===== config.mk =====
export PLATFORM = sky130hd
export DESIGN_NAME = trng_postproc
export DESIGN_NICKNAME = d
export VERILOG_FILES = /design/src/rtl/trng_pkg.sv /design/src/rtl/trng_vn_debias.sv /design/src/rtl/trng_postproc.sv
export SDC_FILE = /design/constraint.sdc
export NUM_CORES = 1
export LEC_CHECK = 0
export BUFFER_PORTS_ARGS = -buffer_cell sky130_fd_sc_hd__buf_2
export CAP_MARGIN = 0
export CORE_MARGIN = 8
export CORE_UTILIZATION = 53
export DETAILED_ROUTE_END_ITERATION = 7
export GPL_TIMING_DRIVEN = 0
export MAX_ROUTING_LAYER = met4
export PLACE_DENSITY = 0.85
export SLEW_MARGIN = 20
export SYNTH_ARGS = -nofsm -noshare
export SYNTH_HDL_FRONTEND = slang
export SYNTH_SLANG_ARGS = --single-unit

===== constraint.sdc =====
create_clock -name clk -period 2.25 [get_ports clk]
set_input_delay 0.1125 -clock clk [delete_from_list [all_inputs] [get_ports clk]]
set_output_delay 0.1125 -clock clk [all_outputs]
set_load 0.02 [all_outputs]

===== src/rtl/trng_pkg.sv =====
// trng_pkg: shared types and widths for the TRNG post-processor
package trng_pkg;
  typedef enum logic [1:0] {ST_IDLE, ST_RUN, ST_FAIL} state_t;
  typedef enum logic {PAIR_A, PAIR_B} pair_t;
  localparam int BYTE_W = 8;
  localparam int BIT_CNT_W = 3;
  localparam int DIV_W = 8;
  localparam int REP_W = 8;
endpackage


===== src/rtl/trng_vn_debias.sv =====
// trng_vn_debias: von Neumann pair debiaser, emits the first bit of each unequal pair
module trng_vn_debias
  import trng_pkg::*;
(
  input  logic clk,
  input  logic rst,
  input  logic tick,
  input  logic bit_in,
  input  logic flush,
  output logic out_valid,
  output logic out_bit
);
  pair_t pair;
  logic first;
  always_ff @(posedge clk) begin
    if (rst || flush) begin
      pair <= PAIR_A;
      first <= 1'b0;
    end else if (tick) begin
      pair <= pair == PAIR_A ? PAIR_B : PAIR_A;
      first <= pair == PAIR_A ? bit_in : first;
    end
  end
  assign out_valid = tick && pair == PAIR_B && first != bit_in;
  assign out_bit = first;
endmodule


===== src/rtl/trng_postproc.sv =====
// trng_postproc: sync, decimate, health-test, debias and byte-pack a raw entropy bit
module trng_postproc
  import trng_pkg::*;
#(
  parameter int SAMPLE_DIV = 4,
  parameter int REP_LIMIT = 32,
  parameter bit VN_EN = 1'b1
) (
  input  logic              clk,
  input  logic              rst,
  input  logic              raw_in,
  input  logic              en,
  output logic [BYTE_W-1:0] data_out,
  output logic              data_valid,
  input  logic              data_ready,
  output logic              health_fail,
  input  logic              clear_fail,
  output logic              overflow
);
  localparam logic [DIV_W-1:0] DIV_LAST = DIV_W'(SAMPLE_DIV - 1);
  localparam logic [REP_W-1:0] REP_MAX = REP_W'(REP_LIMIT);
  state_t state, state_n;
  logic sync1, raw_s, last_s;
  logic [DIV_W-1:0] div_cnt;
  logic [REP_W-1:0] rep_cnt, rep_n;
  logic [BIT_CNT_W-1:0] bit_cnt;
  logic [BYTE_W-2:0] sr;
  logic [BYTE_W-1:0] byte_n;
  logic active, run, tick, fire, emit, ebit, byte_done, load;
  assign active = state != ST_IDLE;
  assign run = state == ST_RUN;
  assign tick = active && div_cnt == DIV_LAST;
  // rep_cnt of 0 marks "no previous sample", so the next tick always restarts at 1
  assign rep_n = (rep_cnt == '0 || raw_s != last_s) ? REP_W'(1)
               : rep_cnt == REP_MAX ? REP_MAX : rep_cnt + 1'b1;
  assign fire = tick && rep_n == REP_MAX && rep_cnt != REP_MAX;
  assign byte_n = {sr, ebit};
  assign byte_done = emit && bit_cnt == '1;
  assign load = byte_done && (!data_valid || data_ready);
  always_comb begin
    state_n = state;
    case (state)
      ST_IDLE: state_n = en ? ST_RUN : ST_IDLE;
      ST_RUN:  state_n = fire ? ST_FAIL : en ? ST_RUN : ST_IDLE;
      ST_FAIL: state_n = clear_fail && !fire ? (en ? ST_RUN : ST_IDLE) : ST_FAIL;
      default: state_n = ST_IDLE;
    endcase
  end
  generate
    if (VN_EN) begin : g_vn
      trng_vn_debias u_vn (
        .clk(clk),
        .rst(rst),
        .tick(tick && run),
        .bit_in(raw_s),
        .flush(!run),
        .out_valid(emit),
        .out_bit(ebit)
      );
    end else begin : g_raw
      assign emit = tick && run;
      assign ebit = raw_s;
    end
  endgenerate
  always_ff @(posedge clk) begin
    if (rst) begin
      state <= ST_IDLE;
      sync1 <= 1'b0;
      raw_s <= 1'b0;
      last_s <= 1'b0;
      div_cnt <= '0;
      rep_cnt <= '0;
      bit_cnt <= '0;
      sr <= '0;
      data_out <= '0;
      data_valid <= 1'b0;
      health_fail <= 1'b0;
      overflow <= 1'b0;
    end else begin
      state <= state_n;
      sync1 <= raw_in;
      raw_s <= sync1;
      div_cnt <= !active || tick ? '0 : div_cnt + 1'b1;
      rep_cnt <= clear_fail || !active ? '0 : tick ? rep_n : rep_cnt;
      last_s <= tick ? raw_s : last_s;
      health_fail <= fire || (health_fail && !clear_fail);
      bit_cnt <= state == ST_FAIL ? '0 : emit ? bit_cnt + 1'b1 : bit_cnt;
      sr <= state == ST_FAIL ? '0 : emit ? byte_n[BYTE_W-2:0] : sr;
      data_valid <= load || (data_valid && !data_ready);
      data_out <= load ? byte_n : data_out;
      overflow <= overflow || (byte_done && !load);
    end
  end
endmodule


Word level (Yosys, flattened, before mapping)
Cells that the tools add are included.
{ "word_totals": {"ff_bits": 44, "input_bits": 6, "output_inout_bits": 11, "wordCells": 68} }
{ "op_classes": {"addsub": 3, "n_eq_ne": 9, "mux": 7, "n_bitwise": 1, "reduce_logical": 34} }
{ "ops": {"columns": ["op", "n"], "rows": [
  ["8-bit by 1-bit adder with 8-bit output (second input constant)", 2],
  ["8-bit by 6-bit == test with 1-bit output (second input constant)", 2],
  ["8-bit 2-to-1 mux", 2],
  ["1-bit logical AND", 12],
  ["8-bit by 2-bit == test with 1-bit output (second input constant)", 1],
  ["8-bit logical NOT", 1],
  ["1-bit logical OR", 8],
  ["8-bit by 6-bit != test with 1-bit output (second input constant)", 1],
  ["1-bit logical NOT", 7],
  ["2-bit case mux with 3 select lines", 1],
  ["2-bit OR reduction", 3],
  ["2-bit 2-to-1 mux", 2],
  ["3-bit by 1-bit adder with 3-bit output (second input constant)", 1],
  ["3-bit == test (second input constant)", 1],
  ["2-bit by 1-bit == test with 1-bit output (second input constant)", 1],
  ["2-bit == test (second input constant)", 1],
  ["2-bit logical NOT", 1],
  ["1-bit 2-to-1 mux", 2],
  ["1-bit != test", 2],
  ["2-bit AND reduction", 1],
  ["2-bit nonzero test", 1],
  ["1-bit inverter", 1]
]} }

Depth between registers and ports, before layout
Gate-level depths: netlist of run 1.
{ "logic_depth": {"ltp_word": 10, "mapped_depth": 7, "ltp_nobuf": 6} }

Cells and area by module
A second synthesis of run 1 with hierarchy kept.
{ "hier_totals": {"cells_unflattened": 216, "hier_area_um2": 1986.9} }
{ "by_module_without_submodules": {"columns": ["mod", "instances", "cells_each", "area_each_um2", "seq_area_each_um2"], "rows": [
  ["trng_postproc", 1, 207, 1883.1, 840.8],
  ["trng_vn_debias", 1, 9, 103.8, 40.0]
]} }

Least setup slack after synthesis of run 1
Ideal clock, no wire load.
{ "synth_path": {"path_kind": "register to register", "start": "register div_cnt[0]", "end": "register rep_cnt[3]", "setup_ns": 0.073, "arrival_ns": 2.199, "path_slack_ns": -0.022, "stages_incl_launch_ff": 8, "path_buffers": 2, "period_less_slack_ns": 2.272, "cell_sequence": "dfxtp_1 > ha_1 > or3b_2 > clkbuf_1 > or3_1 > buf_2 > or4_1 > a21oi_1"} }
{ "synth_via": {"elab_chain_cells": 2} }
{ "synth_rtl": {"columns": ["item", "line", "text"], "rows": [
  ["from (decl)", "trng_postproc.sv:24", "logic [DIV_W-1:0] div_cnt;"],
  ["from (signal assigned)", "trng_postproc.sv:83", "div_cnt <= !active || tick ? '0 : div_cnt + 1'b1;"],
  ["8-bit by 2-bit == test with 1-bit output", "trng_postproc.sv:32", "assign tick = active && div_cnt == DIV_LAST;"],
  ["1-bit logical AND", "trng_postproc.sv:32", null],
  ["to (signal assigned)", "trng_postproc.sv:84", "rep_cnt <= clear_fail || !active ? '0 : tick ? rep_n : rep_cnt;"],
  ["to (decl)", "trng_postproc.sv:25", "logic [REP_W-1:0] rep_cnt, rep_n;"]
]} }
No other way between the ends.
A chain may end at the register's enable or synchronous reset.

Worst setup path after layout of run 1
{ "layout_path": {"start": "register div_cnt[4]", "end": "register rep_cnt[5]"} }
The elaborated chain is that of the path after synthesis.

==> impl_metrics.json, run 1 <==
{
  "first_pass_iters": 4,
  "yosysSeqAreaShare_pct": 43.5,
  "grt_max_degree": 16,
  "finalClockSkew_ns": 0.00857,
  "holdCritPathClass": "input port to register",
  "htree_num_levels": 2,
  "cp_max_fo": 5,
  "hpwl_mm": 2.91,
  "antenna_found_initial": 0,
  "drtIter0Drc": 216,
  "gp_congestion": 0.911,
  "drc": 0,
  "fin_nets": 286,
  "die_w_um": 77.8,
  "portBuffers": 16,
  "num_vias": 1839,
  "synth.distinct_cells": 43,
  "syn-num-nets": 260,
  "grt-ovfl-total": 0,
  "p_leak_nw": 0.840,
  "fin_crit_ns": 2.16,
  "arrival_ns": 2.32,
  "yosys_warnings": 0,
  "io_pins": 17,
  "whs_ns": 0.0222,
  "multi_input_area_um2": 1090,
  "synth_top_area_share_pct": 43.5,
  "status": "completed",
  "clockRootBuffer": "clkbuf_8",
  "final_max_slew_viol_count": 0,
  "synth_area_um2": 2020,
  "synth_edf_count": 0,
  "cts_tree": "yes",
  "p_per_area_nw_per_um2": 608,
  "power_mw": 1.43,
  "crit_required_ns": 2.41,
  "critical_path_class": "register to register",
  "cts_buffers": 5,
  "vias_per_cell": 5.68,
  "start_kind": "register",
  "n_antenna_cell": 0,
  "synthTopCellsByArea": "dfxtp_1, a21oi_1, nand2_1, nand3_1, o21ai_0",
  "endpoint_kind": "register",
  "hold_viol": 0,
  "fp-row-count": 22,
  "cts.sinks": 44,
  "rsz0062_at_grt": "no",
  "core_um2": 3660,
  "die_area_um2": 6050,
  "fillerInstances": 316,
  "drtAntennaViolNets": 0,
  "slew_headroom_pct": 45.1,
  "wire_per_inst_um": 13.0,
  "cts_hold_buf": 0,
  "yosysTopAreaCell": "dfxtp_1",
  "mostFrequentLayoutCells": "dfxtp_1, nand2_1, a21oi_1, nor2_1",
  "syn_avg_cell_area_um2": 8.13,
  "ir_drop_uv": 513,
  "synth_async_sr_flop_share_pct": 0,
  "place_area_um2": 2180,
  "seqCellArea_um2": 888,
  "max_freq_mhz": 462,
  "die_h_um": 77.8,
  "design_area_um2": 2360,
  "grt_pass1_vias": 1661,
  "final_util_pct": 64.4,
  "wl_mm": 4.22,
  "ys.flop_type": "dfxtp_1",
  "syn_inst": 249,
  "worstMarginPinSlew_ns": 0.815,
  "clockBufferDepth": 2,
  "syn2layout_area_growth_pct": 16.5,
  "cts.clk_slew.worst_paths_ns": 0.09,
  "insertion_delay_ns": 0.30,
  "yosys_register_bits": 44,
  "drive_gt1_share_pct": 14.9,
  "start_util_pct": 55.3,
  "track_usage_pct": 14.7,
  "final_common_cell": "dfxtp_1",
  "setup_viol": 0,
  "grt_pass1_wl_mm": 7.31,
  "drv_cap": 0,
  "period_share_pct": 96.2
}
==> flip-flops by register name, indices dropped and copies added (netlist names) <==
register	count
state	2
div_cnt	8
bit_cnt	3
data_valid	1
raw_s	1
sync1	1
health_fail	1
rep_cnt	8
g_vn.u_vn.pair	1
sr	7
g_vn.u_vn.out_bit	1
last_s	1
data_out	8
overflow	1
==> cell families (layout without fill, tap and decap cells) <==
group | after synthesis | count (layout) | synth area share, %
adder cells (fa/ha/maj) | 5 | 5 | 3.09
buffers and inverters | 22 | 49 | 4.21
AO/OA/AOI/OAI | 61 | 61 | 17.6
flip-flops | 44 | 44 | 43.5
multiplexers | 1 | 1 | 0.495
AND/OR/NAND/NOR | 105 | 105 | 26.3
XOR/XNOR | 11 | 11 | 4.76
==> what timing repair did <==
action / in CTS / in global routing
pin swaps: 0 / 2
setup endpoints to repair: 9 / 2
gates resized for setup: 4 / 7
setup buffers: 1 / 3
cloned: 0 / 0
==> power breakdown <==
part           switching, mW  internal, mW
registers            0.00382         0.780
logic                 0.0207        0.0116
clock network          0.282         0.334
==> worst paths after layout <==
path,endpoint,start,depth (start not counted),slack (ns)
worst min register to register,sr[6]$_SDFFE_PP0P_,sr[6]$_SDFFE_PP0P_,2,0.46
worst min-delay path,sync1$_SDFF_PP0_,raw_in,2,0.02
worst max-delay path,rep_cnt[5]$_SDFFE_PP0P_,div_cnt[4]$_SDFF_PP0_,8,0.09
worst max register to register,rep_cnt[5]$_SDFFE_PP0P_,div_cnt[4]$_SDFF_PP0_,8,0.09
==> critical path, stage by stage, from the launching register on <==
cell and delay [ns]:
dfxtp_4 0.35, or4_4 0.52, buf_6 0.14, or3_4 0.35
buf_6 0.13, buf_4 0.12, buf_4 0.14, o21ai_0 0.17
a21oi_1 0.08
==> cell usage after synthesis (3+ instances only) <==
cell      count
dfxtp_1      44
nand2_1      30
a21oi_1      29
nor2_1       18
nand3_1      16
o21ai_0      15
clkbuf_1     13
nor3_1        8
inv_1         6
xnor2_1       6
ha_1          5
nand4_1       5
xor2_1        5
nor4_1        4
and3_1        3
nor2b_1       3
nor3b_1       3
or4_1         3
==> per-layer routing <==
layer,vias up,global-route usage (%),wire length [µm]
li1,937,-,-
met1,855,17.3,1970
met2,37,22.2,1920
met3,10,4.95,234
met4,0,6.79,90
met5,-,-,0
==> metrics by stage <==
stage                     setup slack (ns)  setup TNS (ns)  instances
final                               0.0858               0        324
after global placement              -0.228          -0.776        313
after CTS                           0.0140               0        321
after floorplan                    0.00210               0        249
after detailed placement            -0.221          -0.763        313
after global routing                0.0230               0        324
==> final cells by class <==
cell class              instances  area share (%)
plain buffers                  15            3.03
clock buffers                   5            2.92
clock inverters                 3            1.96
inverters                       6           0.955
multi-input cells             183            46.2
flip-flops and latches         44            37.7
well taps                      48            2.55
repair buffers                 20            4.67
No activity file was read; power rests on OpenSTA's default activity.
==> run 2: changes to the inputs <==
--- a/config.mk
+++ b/config.mk
@@ -9,6 +9,7 @@
 export CAP_MARGIN = 0
 export CORE_MARGIN = 8
 export CORE_UTILIZATION = 53
+export CTS_BUF_LIST = sky130_fd_sc_hd__clkbuf_16
 export DETAILED_ROUTE_END_ITERATION = 7
 export GPL_TIMING_DRIVEN = 0
 export MAX_ROUTING_LAYER = met4
==> impl_metrics.json, run 2 (synthesis gave the netlist of run 1 again) <==
{
  "drtAntennaViolNets": 0,
  "p_per_area_nw_per_um2": 686,
  "fin_crit_ns": 2.16,
  "first_pass_iters": 5,
  "status": "completed",
  "fp-row-count": 22,
  "cts_buffers": 5,
  "die_h_um": 77.8,
  "drive_gt1_share_pct": 14.5,
  "drtIter0Drc": 256,
  "arrival_ns": 2.29,
  "period_share_pct": 95.9,
  "cts.clk_slew.worst_paths_ns": 0.06,
  "worstHoldStart": "raw_in",
  "drv_cap": 0,
  "num_vias": 1888,
  "finalClockSkew_ns": 0.00865,
  "cts_tree": "yes",
  "cp_max_fo": 5,
  "setup_ws_ns": 0.0930,
  "clockBufferDepth": 2,
  "drc": 0,
  "die_area_um2": 6050,
  "io_pins": 17,
  "final_max_slew_viol_count": 0,
  "syn2layout_area_growth_pct": 18.9,
  "fin_nets": 285,
  "critical_path_class": "register to register",
  "fin_tns_setup_ns": 0,
  "max_freq_mhz": 464,
  "antenna_found_initial": 0,
  "r2r_end": "rep_cnt[5]$_SDFFE_PP0P_",
  "gp_congestion": 0.911,
  "cts_hold_buf": 0,
  "timing.rr.start": "div_cnt[4]$_SDFF_PP0_",
  "insertion_delay_ns": 0.29,
  "place_area_um2": 2180,
  "wl_mm": 4.35,
  "grt_max_degree": 16,
  "endpoint_kind": "register",
  "grt-ovfl-total": 0,
  "crit_required_ns": 2.39,
  "min_path_cells": 2,
  "htree_num_levels": 2,
  "n_antenna_cell": 0,
  "final_common_cell": "dfxtp_1",
  "r2r_setup_slack_ns": 0.09,
  "reg2reg_depth": 8,
  "grt_pass1_vias": 1673,
  "hpwl_mm": 2.91,
  "vias_per_cell": 5.85,
  "setup_viol": 0,
  "start_util_pct": 55.3,
  "grt_pass1_wl_mm": 7.42,
  "power_mw": 1.65,
  "die_w_um": 77.8,
  "place_ws_ns": -0.221,
  "top_regs": "data_out: 8 flops, div_cnt: 8 flops, rep_cnt: 8 flops",
  "ir_drop_uv": 600,
  "core_um2": 3660,
  "slew_headroom_pct": 47.6,
  "cts.sinks": 44,
  "holdCritPathClass": "input port to register",
  "p_leak_nw": 0.860,
  "mostFrequentLayoutCells": "dfxtp_1, nand2_1, a21oi_1, nor2_1",
  "worstMarginPinSlew_ns": 0.777,
  "wire_per_inst_um": 13.5,
  "clockRootBuffer": "clkbuf_16",
  "start_kind": "register",
  "portBuffers": 16,
  "design_area_um2": 2410,
  "worst_hold_path.endpoint": "sync1$_SDFF_PP0_",
  "rsz0062_at_grt": "no",
  "track_usage_pct": 15.1,
  "hold_viol": 0,
  "fillerInstances": 302
}
run 2: changes by cell type in the layout (fill, tap and decap cells not counted):
cell	previous run	this run
clkbuf_16	0	5
clkbuf_8	5	0
buf_4	4	3
run 2: area by class of cell:
| class | count | area, µm² | area share, % |
|---|---|---|---|
| Multi-Input combinational cell | 183 | 1090 | 45.3 |
| Inverter | 6 | 22.5 | 0.936 |
| Clock buffer | 5 | 125 | 5.20 |
| Buffer | 15 | 71.3 | 2.96 |
| Sequential cell | 44 | 888 | 36.9 |
| Timing Repair Buffer | 19 | 103 | 4.26 |
| Clock inverter | 3 | 46.3 | 1.92 |
| Tap cell | 48 | 60.1 | 2.50 |
run 2: through the flow:
step | std cells | hold WS [ns] | utilization, %
after floorplan | 249 | 0.241 | -
after global placement | 313 | 0.321 | 59.4
after detailed placement | 313 | 0.332 | 59.4
after CTS | 320 | 0.0329 | 64.6
after global routing | 323 | 0.0667 | 65.7
final | 323 | 0.0395 | 65.7
run 2: report_power, final:
group | leakage, nW | switching (mW) | internal (mW)
registers | 0.357 | 0.00400 | 0.781
logic | 0.423 | 0.0203 | 0.0108
clock network | 0.0804 | 0.307 | 0.527
total | 0.860 | 0.332 | 1.32
run 2: layer usage:
| layer | track usage, % | share of wire (%) |
|---|---|---|
| met4 | 7.55 | 1.3 |
| met2 | 22.8 | 48 |
| met1 | 17.4 | 43 |
| met5 | - | 0 |
| met3 | 4.95 | 7.2 |
run 2: how the worst max path moves through the flow:
stage | cells after the start | start | to
6_report | 8 | div_cnt[4]$_SDFF_PP0_ | rep_cnt[5]$_SDFFE_PP0P_
5_1_grt | 7 | rep_cnt[1]$_SDFFE_PP0P_ | state[0]$_SDFF_PP0_
3_3_place_gp | 6 | div_cnt[0]$_SDFF_PP0_ | state[0]$_SDFF_PP0_
4_1_cts | 6 | div_cnt[4]$_SDFF_PP0_ | rep_cnt[3]$_SDFFE_PP0P_
3_5_place_dp | 6 | div_cnt[0]$_SDFF_PP0_ | state[0]$_SDFF_PP0_
2_1_floorplan | 7 | div_cnt[0]$_SDFF_PP0_ | rep_cnt[3]$_SDFFE_PP0P_
run 2: critical path: stages, from the launching register on:
cell and delay (ns):
dfxtp_4 0.34, or4_4 0.53, buf_6 0.14, or3_4 0.35
buf_6 0.13, buf_4 0.13, buf_4 0.14, o21ai_0 0.16
a21oi_1 0.08
run 2: repair_timing:
action,4_1_cts,5_1_grt
pin swaps,0,2
resized for setup,4,7
setup endpoints to repair,9,2
buffers inserted,0,3
==> run 3: changes to the inputs <==
--- a/config.mk
+++ b/config.mk
@@ -7,13 +7,15 @@
 export LEC_CHECK = 0
 export BUFFER_PORTS_ARGS = -buffer_cell sky130_fd_sc_hd__buf_2
 export CAP_MARGIN = 0
+export CELL_PAD_IN_SITES_DETAIL_PLACEMENT = 0
+export CELL_PAD_IN_SITES_GLOBAL_PLACEMENT = 1
 export CORE_MARGIN = 8
-export CORE_UTILIZATION = 53
+export CORE_UTILIZATION = 39
 export CTS_BUF_LIST = sky130_fd_sc_hd__clkbuf_16
 export DETAILED_ROUTE_END_ITERATION = 7
 export GPL_TIMING_DRIVEN = 0
 export MAX_ROUTING_LAYER = met4
-export PLACE_DENSITY = 0.85
+export PLACE_DENSITY = 0.83
 export SLEW_MARGIN = 20
 export SYNTH_ARGS = -nofsm -noshare
 export SYNTH_HDL_FRONTEND = slang
==> impl_metrics.json, run 3 (synthesis gave the netlist of run 1 again) <==
{
  "wl_mm": 4.61,
  "setup_ws_ns": 0.0668,
  "drtAntennaViolNets": 0,
  "grt_max_degree": 14,
  "start_kind": "register",
  "worstHoldStart": "raw_in",
  "die_area_um2": 7750,
  "power_mw": 1.50,
  "grt-ovfl-total": 0,
  "worst_path_max_delay_cell": "or4_4",
  "final_max_slew_viol_count": 0,
  "max_freq_mhz": 458,
  "place_area_um2": 2200,
  "die_w_um": 88.0,
  "io_pins": 17,
  "worstMarginPinSlew_ns": 0.918,
  "cts.clk_slew.worst_paths_ns": 0.06,
  "slew_headroom_pct": 38.1,
  "drive_gt1_share_pct": 14.0,
  "htree_num_levels": 2,
  "fin_nets": 282,
  "multi_input_area_um2": 1100,
  "antenna_found_initial": 0,
  "fillerInstances": 519,
  "crit_required_ns": 2.46,
  "first_pass_iters": 4,
  "placedCellCount": 335,
  "finalClockSkew_ns": 0.00286,
  "num_vias": 1761,
  "critical_path.max_stage_delay_ns": 0.53,
  "grt_pass1_vias": 1745,
  "design_area_um2": 2380,
  "start_util_pct": 40.1,
  "timing.rr.start": "div_cnt[4]$_SDFF_PP0_",
  "cp_cell_sequence": "or4_4, buf_6, or3_4, or4_4, a21oi_2",
  "reg2reg_depth": 5,
  "die_h_um": 88.0,
  "final_common_cell": "dfxtp_1",
  "p_leak_nw": 0.839,
  "cts_tree": "yes",
  "p_per_area_nw_per_um2": 631,
  "setup_viol": 0,
  "period_share_pct": 97.0,
  "drc": 0,
  "portBuffers": 16,
  "syn2layout_area_growth_pct": 17.9,
  "core_um2": 5040,
  "drtIter0Drc": 95,
  "crit_family": "simple AND/OR/NAND/NOR gates",
  "crit_path_frequent_cell": "or4_4",
  "arrival_ns": 2.39,
  "wire_per_inst_um": 13.5,
  "fin_cells": 342,
  "ir_drop_uv": 246,
  "cts.sinks": 44,
  "fin_crit_ns": 2.18,
  "cp-startpoint": "div_cnt[4]$_SDFF_PP0_",
  "clockBufferDepth": 2,
  "fp-row-count": 26,
  "place_ws_ns": -0.235,
  "status": "completed",
  "rsz0062_at_grt": "yes",
  "track_usage_pct": 13.4,
  "critical_path_class": "register to register",
  "n_antenna_cell": 0,
  "cp_max_fo": 9,
  "vias_per_cell": 5.15,
  "drv_cap": 0,
  "mostFrequentLayoutCells": "dfxtp_1, nand2_1, a21oi_1, nor2_1",
  "r2r_setup_slack_ns": 0.07,
  "top_regs": "data_out: 8 flops, div_cnt: 8 flops, rep_cnt: 8 flops",
  "gp_congestion": 0.834,
  "min_path_cells": 2,
  "insertion_delay_ns": 0.28,
  "holdCritPathClass": "input port to register",
  "seqCellArea_um2": 888,
  "clockRootBuffer": "clkbuf_16",
  "worst_hold_path.endpoint": "sync1$_SDFF_PP0_",
  "endpoint_kind": "register",
  "hpwl_mm": 3.25,
  "r2r_end": "rep_cnt[3]$_SDFFE_PP0P_",
  "cts_buffers": 5,
  "grt_pass1_wl_mm": 8.11,
  "path_buf_inv": 1,
  "hold_viol": 0
}
run 3: worst max-delay path by stage:
stage                     slack [ns]                       to  cells after the start
final                           0.07  rep_cnt[3]$_SDFFE_PP0P_                      5
after global routing           -0.01  rep_cnt[3]$_SDFFE_PP0P_                      5
after CTS                       0.01  rep_cnt[3]$_SDFFE_PP0P_                      6
after detailed placement       -0.24      state[0]$_SDFF_PP0_                      6
after global placement         -0.20      state[0]$_SDFF_PP0_                      6
after floorplan                0.002  rep_cnt[3]$_SDFFE_PP0P_                      7
run 3: final cells by class:
type                    instances  area share, %
plain buffers                  14           2.57
clock buffers                   5           5.25
clock inverters                 3          0.630
inverters                       6          0.944
multi-input cells             183           46.0
flip-flops and latches         44           37.3
well taps                      70           3.67
repair buffers                 17           3.67
run 3: where the power goes:
group	switching [mW]	internal, mW	total (mW)
logic	0.0225	0.0107	0.0332
registers	0.00389	0.781	0.785
clock network	0.283	0.403	0.686
total	0.310	1.20	1.50
run 3: layer usage:
layer | share of wire, % | track usage [%] | up-vias | routed length (µm)
met1 | 49 | 16.6 | 801 | 2250
met5 | 0 | - | - | 0
li1 | - | - | 925 | -
met3 | 3.7 | 1.97 | 5 | 170
met4 | 1.0 | 5.07 | 0 | 48
met2 | 46 | 21.3 | 30 | 2130
run 3: repair_timing:
item | CTS | global route
hold buffers | 0 | 0
resized for setup | 4 | 11
setup endpoints to repair | 10 | 4
setup buffers | 0 | 1
pin swaps | 0 | 2
run 3: stage by stage:
step           util, %  TNS [ns]  hold slack, ns
2_1_floorplan        -         0           0.241
3_3_place_gp      43.7    -0.704           0.325
3_5_place_dp      43.7    -0.983           0.336
4_1_cts           46.8         0          0.0484
5_1_grt           47.3   -0.0137          0.0743
6_report          47.3         0          0.0488
run 3: worst register-to-register path, stage by stage (launching register included):
cell and delay, ns:
dfxtp_4 0.36, or4_4 0.53, buf_6 0.14, or3_4 0.42, or4_4 0.53, a21oi_2 0.14
